**src/rtl/ram_fifo_ctrl.sv**
```systemverilog
// ram_fifo_ctrl: valid/ready FIFO around a 1-cycle-latency dual-port RAM with a 2-entry output skid.
// Define RAM_FIFO_FLUSH_EN to add the synchronous i_flush input.
module ram_fifo_ctrl #(
    parameter int WIDTH   = 16,
    parameter int DEPTH   = 32,
    parameter int ADDRESS = 5
) (
    input  logic               i_clk,
    input  logic               i_rst_n,
    input  logic               i_valid,
    input  logic [WIDTH-1:0]   i_data,
    output logic               o_ready,
    output logic               o_valid,
    output logic [WIDTH-1:0]   o_data,
    input  logic               i_ready,
`ifdef RAM_FIFO_FLUSH_EN
    input  logic               i_flush,
`endif
    output logic               o_ram_wr_en,
    output logic               o_ram_cs,
    output logic               o_ram_valid,
    output logic [ADDRESS-1:0] o_ram_wr_addr,
    output logic [WIDTH-1:0]   o_ram_wr_data,
    output logic               o_ram_rd_en,
    output logic [ADDRESS-1:0] o_ram_rd_addr,
    input  logic [WIDTH-1:0]   i_ram_rd_data,
    output logic [ADDRESS+1:0] o_count,
    output logic               o_empty,
    output logic               o_full
);
    localparam logic [ADDRESS:0] DEPTH_C = (ADDRESS+1)'(DEPTH);

    logic [ADDRESS:0] wr_ptr_q, wr_ptr_d, rd_ptr_q, rd_ptr_d, ram_cnt;
    logic             pend_q, pend_d;
    logic [1:0]       occ_q, occ_d;
    logic [WIDTH-1:0] head_q, head_d, tail_q, tail_d;
    logic             flush, push, pop, issue;

`ifdef RAM_FIFO_FLUSH_EN
    assign flush = i_flush;
`else
    assign flush = 1'b0;
`endif

    assign ram_cnt       = wr_ptr_q - rd_ptr_q;
    assign o_ready       = (ram_cnt < DEPTH_C) & !flush;
    assign push          = i_valid & o_ready;
    assign o_valid       = occ_q != 2'd0;
    assign pop           = o_valid & i_ready;
    // Reads are only issued when the skid is guaranteed room once the data returns.
    assign issue         = (ram_cnt != '0) & !flush &
                           (({1'b0, occ_q} + {2'b0, pend_q}) < (3'd2 + {2'b0, pop}));
    assign o_data        = head_q;
    assign o_ram_wr_en   = push;
    assign o_ram_cs      = push;
    assign o_ram_valid   = push;
    assign o_ram_wr_addr = wr_ptr_q[ADDRESS-1:0];
    assign o_ram_wr_data = i_data;
    assign o_ram_rd_en   = issue;
    assign o_ram_rd_addr = rd_ptr_q[ADDRESS-1:0];
    assign o_count       = {1'b0, ram_cnt} + {{(ADDRESS+1){1'b0}}, pend_q} + {{ADDRESS{1'b0}}, occ_q};
    assign o_empty       = o_count == '0;
    assign o_full        = !o_ready;

    // Next state: pointers advance on push/issue, returning data lands in head or tail of the skid.
    always_comb begin
        wr_ptr_d = wr_ptr_q + {{ADDRESS{1'b0}}, push};
        rd_ptr_d = rd_ptr_q + {{ADDRESS{1'b0}}, issue};
        pend_d   = issue;
        occ_d    = occ_q + {1'b0, pend_q} - {1'b0, pop};
        head_d   = (pend_q & ((occ_q == 2'd0) | (pop & (occ_q == 2'd1)))) ? i_ram_rd_data :
                   (pop & (occ_q == 2'd2)) ? tail_q : head_q;
        tail_d   = (pend_q & ((occ_q - {1'b0, pop}) == 2'd1)) ? i_ram_rd_data : tail_q;
        if (flush) begin
            wr_ptr_d = '0;
            rd_ptr_d = '0;
            pend_d   = 1'b0;
            occ_d    = 2'd0;
        end
    end

    // State registers with asynchronous clear.
    always_ff @(posedge i_clk or negedge i_rst_n) begin
        if (!i_rst_n) begin
            wr_ptr_q <= '0;
            rd_ptr_q <= '0;
            pend_q   <= 1'b0;
            occ_q    <= 2'd0;
            head_q   <= '0;
            tail_q   <= '0;
        end else begin
            wr_ptr_q <= wr_ptr_d;
            rd_ptr_q <= rd_ptr_d;
            pend_q   <= pend_d;
            occ_q    <= occ_d;
            head_q   <= head_d;
            tail_q   <= tail_d;
        end
    end
endmodule
```
**config.mk**
```make
export PLATFORM = sky130hd
export DESIGN_NAME = ram_fifo_ctrl
export DESIGN_NICKNAME = d
export VERILOG_FILES = /design/src/rtl/ram_fifo_ctrl.sv
export SDC_FILE = /design/constraint.sdc
export NUM_CORES = 1
export LEC_CHECK = 0
export CAP_MARGIN = 10
export CORE_MARGIN = 3
export CORE_UTILIZATION = 35
export CTS_BUF_LIST = sky130_fd_sc_hd__clkbuf_4 sky130_fd_sc_hd__clkbuf_8 sky130_fd_sc_hd__clkbuf_16
export CTS_CLUSTER_DIAMETER = 40
export CTS_CLUSTER_SIZE = 24
export DETAILED_ROUTE_END_ITERATION = 6
export PLACE_DENSITY_LB_ADDON = 0.05
export SETUP_SLACK_MARGIN = 0.02
export SLEW_MARGIN = 20
export SYNTH_ARGS = -nofsm -noshare
export SYNTH_HDL_FRONTEND = slang
export SYNTH_SLANG_ARGS = --single-unit
```
**constraint.sdc**
```tcl
create_clock -name i_clk -period 3.2 [get_ports i_clk]
set_input_delay 0.32 -clock i_clk [delete_from_list [all_inputs] [get_ports i_clk]]
set_output_delay 0.32 -clock i_clk [all_outputs]
set_load 0.01 [all_outputs]
```
==> flow_summary.yaml, run 1 <==
synthesis:
  synth_edf_count: 0
  synth.most_common_cell: "dfrtp_1"
  yosysTopAreaCellShare_pct: 44.13
  yosysTopAreaCell: "dfrtp_1"
  ys_ff_latch: 47
  seq_area_frac_synth_pct: 44.13
  async_flop_share_pct: 100.0
  postSynthAreaPerCell_um2: 11.15
  synth_cell_types: 38
  syn-cell-area_um2: 2665
  synth_fp_nets: 292
  netlist_top_cells_area: "dfrtp_1 (44%), buf_4 (7.9%), mux2_2 (6.8%)"
  yosysWarningCount: 0
  synthCells: 239
  synth_common_cells: "dfrtp_1 (47), buf_4 (28), nor2_1 (18), a21oi_1 (17)"
  yosys_most_used_dff: "dfrtp_1"
sta:
  finalHoldViolations: 13
  rsz0062_at_grt: "yes"
  relSlewSlack_pct: 63.50
  min_period_over_period_pct: 96.80
  worst_pin_slew_ns: 0.5475
  fin_worst_skew_ns: 0.01363
  setup-violations-final: 0
  holdWs_ns: -0.006446
  final-max-slew-violation-count: 0
  clock.fmax_ghz: 0.3228
  period_needed_ns: 3.098
  timing.final.ws_setup_ns: 0.1024
floorplanning:
  core_um2: 7331
  row_count: 31
  fp.dieH_um: 93.26
  die-width_um: 93.26
  io_pins: 93
  initial_core_util_pct: 36.35
  dieArea_um2: 8697
grt:
  antenna_found_initial: 0
  grt_max_degree: 33
  grtUsageTotal_pct: 12.73
  use_met1_pct: 15.85
  grt_first_pass_wirelength_um: 8707
  grt_use_met2_pct: 21.20
  grt_pass1_vias: 1869
  top_usage_layer: "met2"
  grt_overflow: 0
  grtUsageMet3_pct: 3.218
placed_design:
  dp_hpwl_um: 3930
  gp_congestion: 0.8067
  dp_cells: 385
  place_ws_ns: -0.06579
  port_buffers: 60
cts:
  h-tree-depth: 2
  clk_pin_slew_worst_paths_ns: 0.09
  cts-root-buf: "clkbuf_8"
  clock_sinks: 47
  clkLatencyLatePin_ns: 0.30
  cts-buffers-inserted: 5
  cts_tree: "yes"
  clock_path_buffers: 2
layout:
  multi_input_area_um2: 1242
  fin_util_pct: 47.29
  final_nets: 347
  n_antenna_cell: 0
  register_area_um2: 1176
  area_delta_synth_final_pct: 30.09
  fill_cells: 684
  drive_above_1_share_pct: 22.03
  final_cells: 394
detailed_routing:
  drc: 0
  wl_per_cell_um: 12.99
  routed_wl_um: 5120
  drt_iter0_drc: 48
  drt.antenna.violating_nets: 0
  viasPerCell: 4.541
  vias: 1789
  firstDrtPassIters: 4
pwr:
  irDropWorstVdd_v: 0.0004006
  power_density_nw_per_um2: 1440
  leakagePower_uw: 0.001619
  total_power_uw: 4994
worst_setup_path:
  rrSetupSlack_ns: 0.23
  path_max_fanout: 4
  crit_arrival_ns: 2.78
  critical_path_class: "flop to primary output"
  cp-end-kind: "primary output"
  worstPathRequired_ns: 2.88
  critPathLaunchType: "flop"
flow_run:
  maxCapViolations: 0
outcome:
  violations: "hold timing"
  status: "finished, violations left"
worst_hold_path:
  hold_path_class: "input pin to asynchronous set/reset pin"
-- layer usage --
metal,up-vias,share of wire [%]
met3,8,6.0
met2,50,48
met4,0,1.6
met1,842,44
li1,889,-
met5,-,0
-- where the power goes --
part / internal [µW] / switching [µW]
clock network: 235 / 210
registers: 900 / 180
logic: 1890 / 1580
total: 3030 / 1970
-- cells by family (layout without fill, tap and decap cells) --
logic type	after synthesis	after routing	synth area share [%]
AOI/OAI and AO/OA	28	28	7.746
xor gates and xnor gates	20	20	6.573
adders and majority gates	17	17	8.826
buffers and inverters	48	104	10.75
DFF	47	47	44.13
muxes	32	32	12.77
and+or+nand+nor	47	47	9.202
-- critical path, stage by stage, from the launching register on --
cell and delay [ns]:
dfrtp_1 0.41, buf_4 0.16, ha_1 0.26, nor2b_2 0.17, o22ai_2 0.12, xnor2_1 0.41, nand3_1 0.20, nor3_1 0.18
clkdlybuf4s50_1 0.56
-- worst paths after layout --
check | from | end | depth (start not counted)
worst max-delay path | wr_ptr_q[1] | o_count[6] | 8
worst min-delay path | i_rst_n | rd_ptr_q[4] | 1
worst max register to register | wr_ptr_q[0] | rd_ptr_q[5] | 15
worst min register to register | wr_ptr_q[5] | wr_ptr_q[5] | 1
max in group asynchronous | i_rst_n | o_data[10] | 2
min in group i_clk | wr_ptr_q[5] | wr_ptr_q[5] | 1
-- through the flow --
stage	hold WS (ns)	TNS (ns)	area, µm²
floorplan	0.02441	0	2665
global placement	0.3468	-0.04173	3304
detailed placement	0.3510	-0.06579	3304
CTS	0.01630	0	3423
global route	0.04503	-0.2295	3467
finish	-0.006446	0	3467
-- layout make-up --
type	instances	area share, %
clock buffers	5	1.985
clock inverters	3	1.335
inverters	15	1.624
multi-input cells	144	35.84
flip-flops and latches	47	33.92
well taps	99	3.573
repair buffers	81	21.72
-- flip-flops by register name, indices dropped and copies added (netlist names) --
signal / flops
o_data: 16
tail_q: 16
rd_ptr_q: 6
wr_ptr_q: 6
occ_q: 2
pend_q: 1
-- cells in the final DEF (no fill, tap or decap), drive strengths merged, types with 2 or more instances in the layout --
cell type,synthesis,routed
fa,3,3
xor2,7,7
xnor2,13,13
o21ai,2,2
a21oi,18,18
clkbuf,4,5
dlymetal6s2s,0,3
ha,14,14
dlygate4sd2,0,2
nand3,7,7
mux2i,16,16
nor3,6,6
nand2,4,4
buf,29,23
nand2b,2,2
nor2,18,18
clkdlybuf4s50,0,53
and3,2,2
mux2,16,16
and2,3,3
dfrtp,47,47
inv,15,16
-- what timing repair did --
item / CTS / global route
setup buffers: 1 / 0
setup endpoints to repair: 6 / 11
pin swaps: 2 / 1
gates resized for setup: 7 / 8
hold buffers: 0 / 0
No activity file was read; power rests on OpenSTA's default activity.
==> inputs of run 2 (changes only) <==
--- a/config.mk
+++ b/config.mk
@@ -6,12 +6,13 @@
 export NUM_CORES = 1
 export LEC_CHECK = 0
 export CAP_MARGIN = 10
-export CORE_MARGIN = 3
-export CORE_UTILIZATION = 35
+export CORE_MARGIN = 5
+export CORE_UTILIZATION = 45
 export CTS_BUF_LIST = sky130_fd_sc_hd__clkbuf_4 sky130_fd_sc_hd__clkbuf_8 sky130_fd_sc_hd__clkbuf_16
 export CTS_CLUSTER_DIAMETER = 40
 export CTS_CLUSTER_SIZE = 24
 export DETAILED_ROUTE_END_ITERATION = 6
+export GPL_TIMING_DRIVEN = 0
 export PLACE_DENSITY_LB_ADDON = 0.05
 export SETUP_SLACK_MARGIN = 0.02
 export SLEW_MARGIN = 20
==> run 2 against run 1 <==
Net effect:
- the flow now finishes without violations
- global-route usage grew 2.9 points
- die area shrank 13%
- largest power group unchanged
- sequential share of layout area shrank 2.9 points
- first-iteration DRC count down 48%
- clock skew shrank 0.011 ns
- worst hold slack gained 0.50 ns
- clock-buffer cell count up 3
- maximum frequency decreased by 1.1%
- flip-flop and latch count is the same
- core utilization increased by 18 points
- cell count is 2.8% higher
- clock power shrank 11%
==> flow_summary.yaml, run 2 (same netlist as run 1, synthesis figures left out) <==
worst_setup_path:
  path_max_fanout: 3
  cp-end-kind: "primary output"
  startpoint: "wr_ptr_q[0]"
  worstPathRequired_ns: 2.88
  crit_arrival_ns: 2.81
  worstRegToRegCells: 14
  critPathLaunchType: "flop"
  critical_path_class: "flop to primary output"
  r2r_start: "wr_ptr_q[0]"
sta:
  relSlewSlack_pct: 63.34
  setup-violations-final: 0
  final-max-slew-violation-count: 0
  rsz0062_at_grt: "yes"
  clock.fmax_ghz: 0.3191
  fin_worst_skew_ns: 0.002799
  finalHoldViolations: 0
  worst_pin_slew_ns: 0.5499
  period_needed_ns: 3.133
  min_period_over_period_pct: 97.92
layout:
  drive_above_1_share_pct: 27.58
  final_cell_mix: "clkdlybuf4s50_1 (70), dfrtp_1 (46), buf_4 (33)"
  fin_util_pct: 64.93
  final_nets: 382
  area_delta_synth_final_pct: 42.54
  fill_cells: 497
  n_antenna_cell: 0
  layout_commonest_cell: "clkdlybuf4s50_1"
pwr:
  p_switching_uw: 2157
  cellInternalPower_uw: 3070
  total_power_uw: 5227
  irDropWorstVdd_v: 0.001011
  p_comb_share_pct: 71.1
  p_seq_share_pct: 21.3
  switching_share_pct: 41.26
  power_density_nw_per_um2: 1376
  p_clk_share_pct: 7.6
  leakagePower_uw: 0.001773
detailed_routing:
  drc: 0
  firstDrtPassIters: 3
  drt_iter0_drc: 25
  vias: 1970
  routed_wl_um: 5757
  viasPerCell: 4.864
  wl_per_cell_um: 14.21
  drt.antenna.violating_nets: 0
cts:
  clk_pin_slew_worst_paths_ns: 0.08
  h-tree-depth: 2
  cts-buffers-inserted: 5
  clkLatencyLatePin_ns: 0.30
  clock_path_buffers: 2
  clock_sinks: 47
  cts-root-buf: "clkbuf_8"
  cts_tree: "yes"
grt:
  grt_max_degree: 27
  grtUsageTotal_pct: 15.63
  grt_pass1_vias: 2043
  antenna_found_initial: 0
  grt_overflow: 0
  grt_first_pass_wirelength_um: 9252
worst_hold_path:
  hold_path_class: "flop to flop"
  min_from: "rd_ptr_q[5]"
  min_path_cells: 1
placed_design:
  port_buffers: 76
  gp_congestion: 0.7782
  dp_hpwl_um: 4408
floorplanning:
  die-width_um: 86.96
  row_count: 28
  dieArea_um2: 7561
  initial_core_util_pct: 45.55
  core_um2: 5851
  io_pins: 93
  fp.dieH_um: 86.96
outcome:
  status: "finished clean"
flow_run:
  maxCapViolations: 0
-- run 2: layer usage --
layer | track usage, % | routed length [µm] | vias to the layer above | part of all wire [%]
met5 | 0 | 0 | - | 0
met4 | 5.099 | 80 | 0 | 1.4
met3 | 4.541 | 469 | 6 | 8.1
met2 | 28.16 | 2978 | 60 | 52
met1 | 17.60 | 2228 | 951 | 39
li1 | - | - | 953 | -
-- run 2: path summary, 6_finish.rpt --
path	slack, ns	end
worst max-delay path	0.07	o_empty
worst min-delay path	0.49	rd_ptr_q[5]
worst max register to register	0.23	rd_ptr_q[5]
worst min register to register	0.49	rd_ptr_q[5]
max in group asynchronous	2.15	rd_ptr_q[2]
min in group asynchronous	0.52	tail_q[7]
-- run 2: timing repair --
item,CTS,global route
hold buffers,1,0
setup buffers,1,4
hold endpoints to repair,3,0
endpoints found under the setup margin,8,7
resized for setup,15,16
pin swaps,2,5
-- run 2: power groups by stage --
stage                     registers, µW  clock network [µW]  logic, µW
final                              1110                 398       3710
after global routing               1160                 436       4050
after CTS                          1110                 413       3480
after detailed placement           1120                   0       3320
after global placement             1110                   0       3240
after floorplan                    1120                   0       1990
-- run 2: critical path, cell delays in order (launching register included) --
cell       delay (ns)
dfrtp_1          0.39
inv_1            0.06
ha_2             0.18
inv_2            0.04
fa_2             0.38
a21o_1           0.22
a21oi_4          0.18
xnor2_2          0.14
nor4b_2          0.32
a221oi_2         0.08
a2111oi_4        0.32
buf_2            0.18
-- run 2: cell type report --
cell class                 instances  area, µm²  share of cell area [%]
tap                               75      93.84                   2.470
clock buffer                       8      103.9                   2.734
multi-input combinational        144       1320                   34.75
buffer                            33      230.2                   6.061
sequential                        47       1177                   30.99
timing repair buffer              83      817.0                   21.51
inverter                          15      56.30                   1.482
-- run 2: stage by stage --
step	setup slack [ns]	area [µm²]	hold WS, ns	TNS, ns	instances
2_1_floorplan	0.1799	2665	0.02441	0	239
3_3_place_gp	-0.2410	3520	0.4821	-0.3153	390
3_5_place_dp	-0.2521	3535	0.3333	-0.3301	391
4_1_cts	-0.06616	3701	0.4972	-0.06616	401
5_1_grt	-0.06471	3799	0.5140	-0.06471	405
6_report	0.06666	3799	0.4943	0	405
==> inputs of run 3 (changes only) <==
--- a/config.mk
+++ b/config.mk
@@ -6,6 +6,7 @@
 export NUM_CORES = 1
 export LEC_CHECK = 0
 export CAP_MARGIN = 10
+export CORE_ASPECT_RATIO = 1.2
 export CORE_MARGIN = 5
 export CORE_UTILIZATION = 45
 export CTS_BUF_LIST = sky130_fd_sc_hd__clkbuf_4 sky130_fd_sc_hd__clkbuf_8 sky130_fd_sc_hd__clkbuf_16
@@ -14,6 +15,7 @@
 export DETAILED_ROUTE_END_ITERATION = 6
 export GPL_TIMING_DRIVEN = 0
 export PLACE_DENSITY_LB_ADDON = 0.05
+export RECOVER_POWER = 25
 export SETUP_SLACK_MARGIN = 0.02
 export SLEW_MARGIN = 20
 export SYNTH_ARGS = -nofsm -noshare
==> run 3 against run 2 <==
Net effect:
- die area about the same
- global-route usage down 0.32 points
- combinational power up 5.4%
- register-to-register slack about the same
- wire length down 2.9%
- clock skew up 0.0070 ns
- sequential power about the same
- flip-flop and latch count unchanged
- power up 4.3%
- worst hold slack worse by 0.24 ns
- first-iteration DRC count up 140%
- largest cell class unchanged
- largest power group unchanged
- highest routed layer unchanged
==> flow_summary.yaml, run 3 (same netlist as run 1, synthesis figures left out) <==
sta:
  finalHoldViolations: 0
  final-max-slew-violation-count: 0
  rsz0062_at_grt: "yes"
  clock.fmax_ghz: 0.3165
  timing.final.ws_setup_ns: 0.04002
  min_period_over_period_pct: 98.75
  relSlewSlack_pct: 13.23
  setup-violations-final: 0
  worst_pin_slew_ns: 1.302
  holdWs_ns: 0.2514
  period_needed_ns: 3.160
  fin_worst_skew_ns: 0.009842
floorplanning:
  row_count: 30
  core_um2: 5705
  initial_core_util_pct: 46.71
  io_pins: 93
  fp.dieH_um: 94.30
  die-width_um: 80.25
  dieArea_um2: 7568
outcome:
  status: "finished clean"
worst_setup_path:
  worstRegToRegCells: 14
  crit_arrival_ns: 2.84
  rrSetupSlack_ns: 0.22
  critPathLaunchType: "flop"
  r2r_start: "wr_ptr_q[0]"
  worstSetupEndpoint: "o_empty"
  worstPathRequired_ns: 2.88
  path_max_fanout: 3
  critical_path_class: "flop to primary output"
  cp-end-kind: "primary output"
  startpoint: "wr_ptr_q[0]"
  worstReg2RegEnd: "rd_ptr_q[5]"
cts:
  clk_pin_slew_worst_paths_ns: 0.08
  cts-buffers-inserted: 5
  clkLatencyLatePin_ns: 0.29
  h-tree-depth: 2
  cts-root-buf: "clkbuf_8"
  cts_tree: "yes"
  clock_sinks: 47
  cts.hold.buffers_added: 0
  clock_path_buffers: 2
layout:
  fill_cells: 460
  n_antenna_cell: 0
  layout_commonest_cell: "clkdlybuf4s50_1"
  design_area_um2: 3835
  final_nets: 383
  final_cells: 410
  drive_above_1_share_pct: 28.18
  area_delta_synth_final_pct: 43.90
  final_cell_mix: "clkdlybuf4s50_1 (71), dfrtp_1 (47), buf_4 (35)"
  fin_util_pct: 67.21
pwr:
  power_density_nw_per_um2: 1421
  leakagePower_uw: 0.001765
  irDropWorstVdd_v: 0.0007730
detailed_routing:
  drt.antenna.violating_nets: 0
  routed_wl_um: 5591
  drc: 0
  drt_iter0_drc: 61
  firstDrtPassIters: 4
  wl_per_cell_um: 13.64
  vias: 1969
  viasPerCell: 4.802
worst_hold_path:
  hold_path_class: "input pin to asynchronous set/reset pin"
grt:
  grt_first_pass_wirelength_um: 9156
  antenna_found_initial: 0
  grtUsageTotal_pct: 15.31
  grt_overflow: 0
  grt_pass1_vias: 2016
  grt_max_degree: 25
placed_design:
  port_buffers: 76
  dp_cells: 396
  gp_congestion: 0.7585
  dp_hpwl_um: 4283
  place_area_um2: 3548
  place_ws_ns: -0.2717
flow_run:
  maxCapViolations: 0
run 3: changes by cell type in the layout (fill, tap and decap cells not counted), sizes merged:
cell / change
bufinv: +1
clkdlybuf4s50: +1
dlygate4sd2: +1
dlygate4sd3: -1
dlymetal6s2s: -2
run 3: repair_timing:
action                                  4_1_cts  5_1_grt
endpoints found under the setup margin        8        8
endpoints found under the hold margin         0        0
pin swaps                                     2        6
setup buffers                                 1        6
gates resized for setup                      16       22
run 3: layout make-up:
cell class | count | area (µm²) | area share (%)
flip-flops and latches | 47 | 1176 | 30.67
well taps | 80 | 100.1 | 2.610
clock inverters | 1 | 30.03 | 0.7830
repair buffers | 84 | 798.3 | 20.82
inverters | 15 | 56.30 | 1.468
multi-input cells | 144 | 1368 | 35.66
plain buffers | 33 | 230.2 | 6.003
clock buffers | 6 | 76.32 | 1.990
run 3: worst min path at each step:
stage | from | to | slack, ns | cells after the start
3_5_place_dp | i_rst_n | tail_q[5] | 0.35 | 1
4_1_cts | i_rst_n | tail_q[5] | 0.02 | 1
6_report | i_rst_n | tail_q[5] | 0.25 | 1
2_1_floorplan | i_rst_n | o_data[0] | 0.02 | 0
3_3_place_gp | rd_ptr_q[5] | rd_ptr_q[5] | 0.48 | 1
5_1_grt | i_rst_n | tail_q[5] | 0.38 | 1
run 3: where the power goes:
part	total [µW]	internal (µW)	leakage, µW	switching [µW]
Clock	425	238	0.0000547	187
Combinational	3910	2080	0.00116	1840
Sequential	1110	901	0.000551	210
run 3: per-layer routing:
metal	global-route usage [%]	up-vias	part of all wire (%)
li1	-	958	-
met1	17.10	952	38
met2	28.31	51	55
met4	4.930	0	1.4
met5	0	-	0
met3	3.551	8	5.6
run 3: through the flow:
stage / TNS [ns] / total power (µW)
2_1_floorplan: 0 / 3114
3_3_place_gp: -0.3117 / 4355
3_5_place_dp: -0.3510 / 4434
4_1_cts: -0.05602 / 4997
5_1_grt: -0.08749 / 5884
6_report: 0 / 5450
run 3: worst max-delay path, stage by stage, from the launching register on:
cell and delay, ns:
dfrtp_1 0.39, inv_1 0.07, ha_2 0.18, inv_2 0.04, fa_2 0.59, ha_4 0.22
a21oi_4 0.17, nand2b_4 0.17, nor3_4 0.05, nand2b_4 0.16, a2111oi_4 0.33, buf_2 0.18
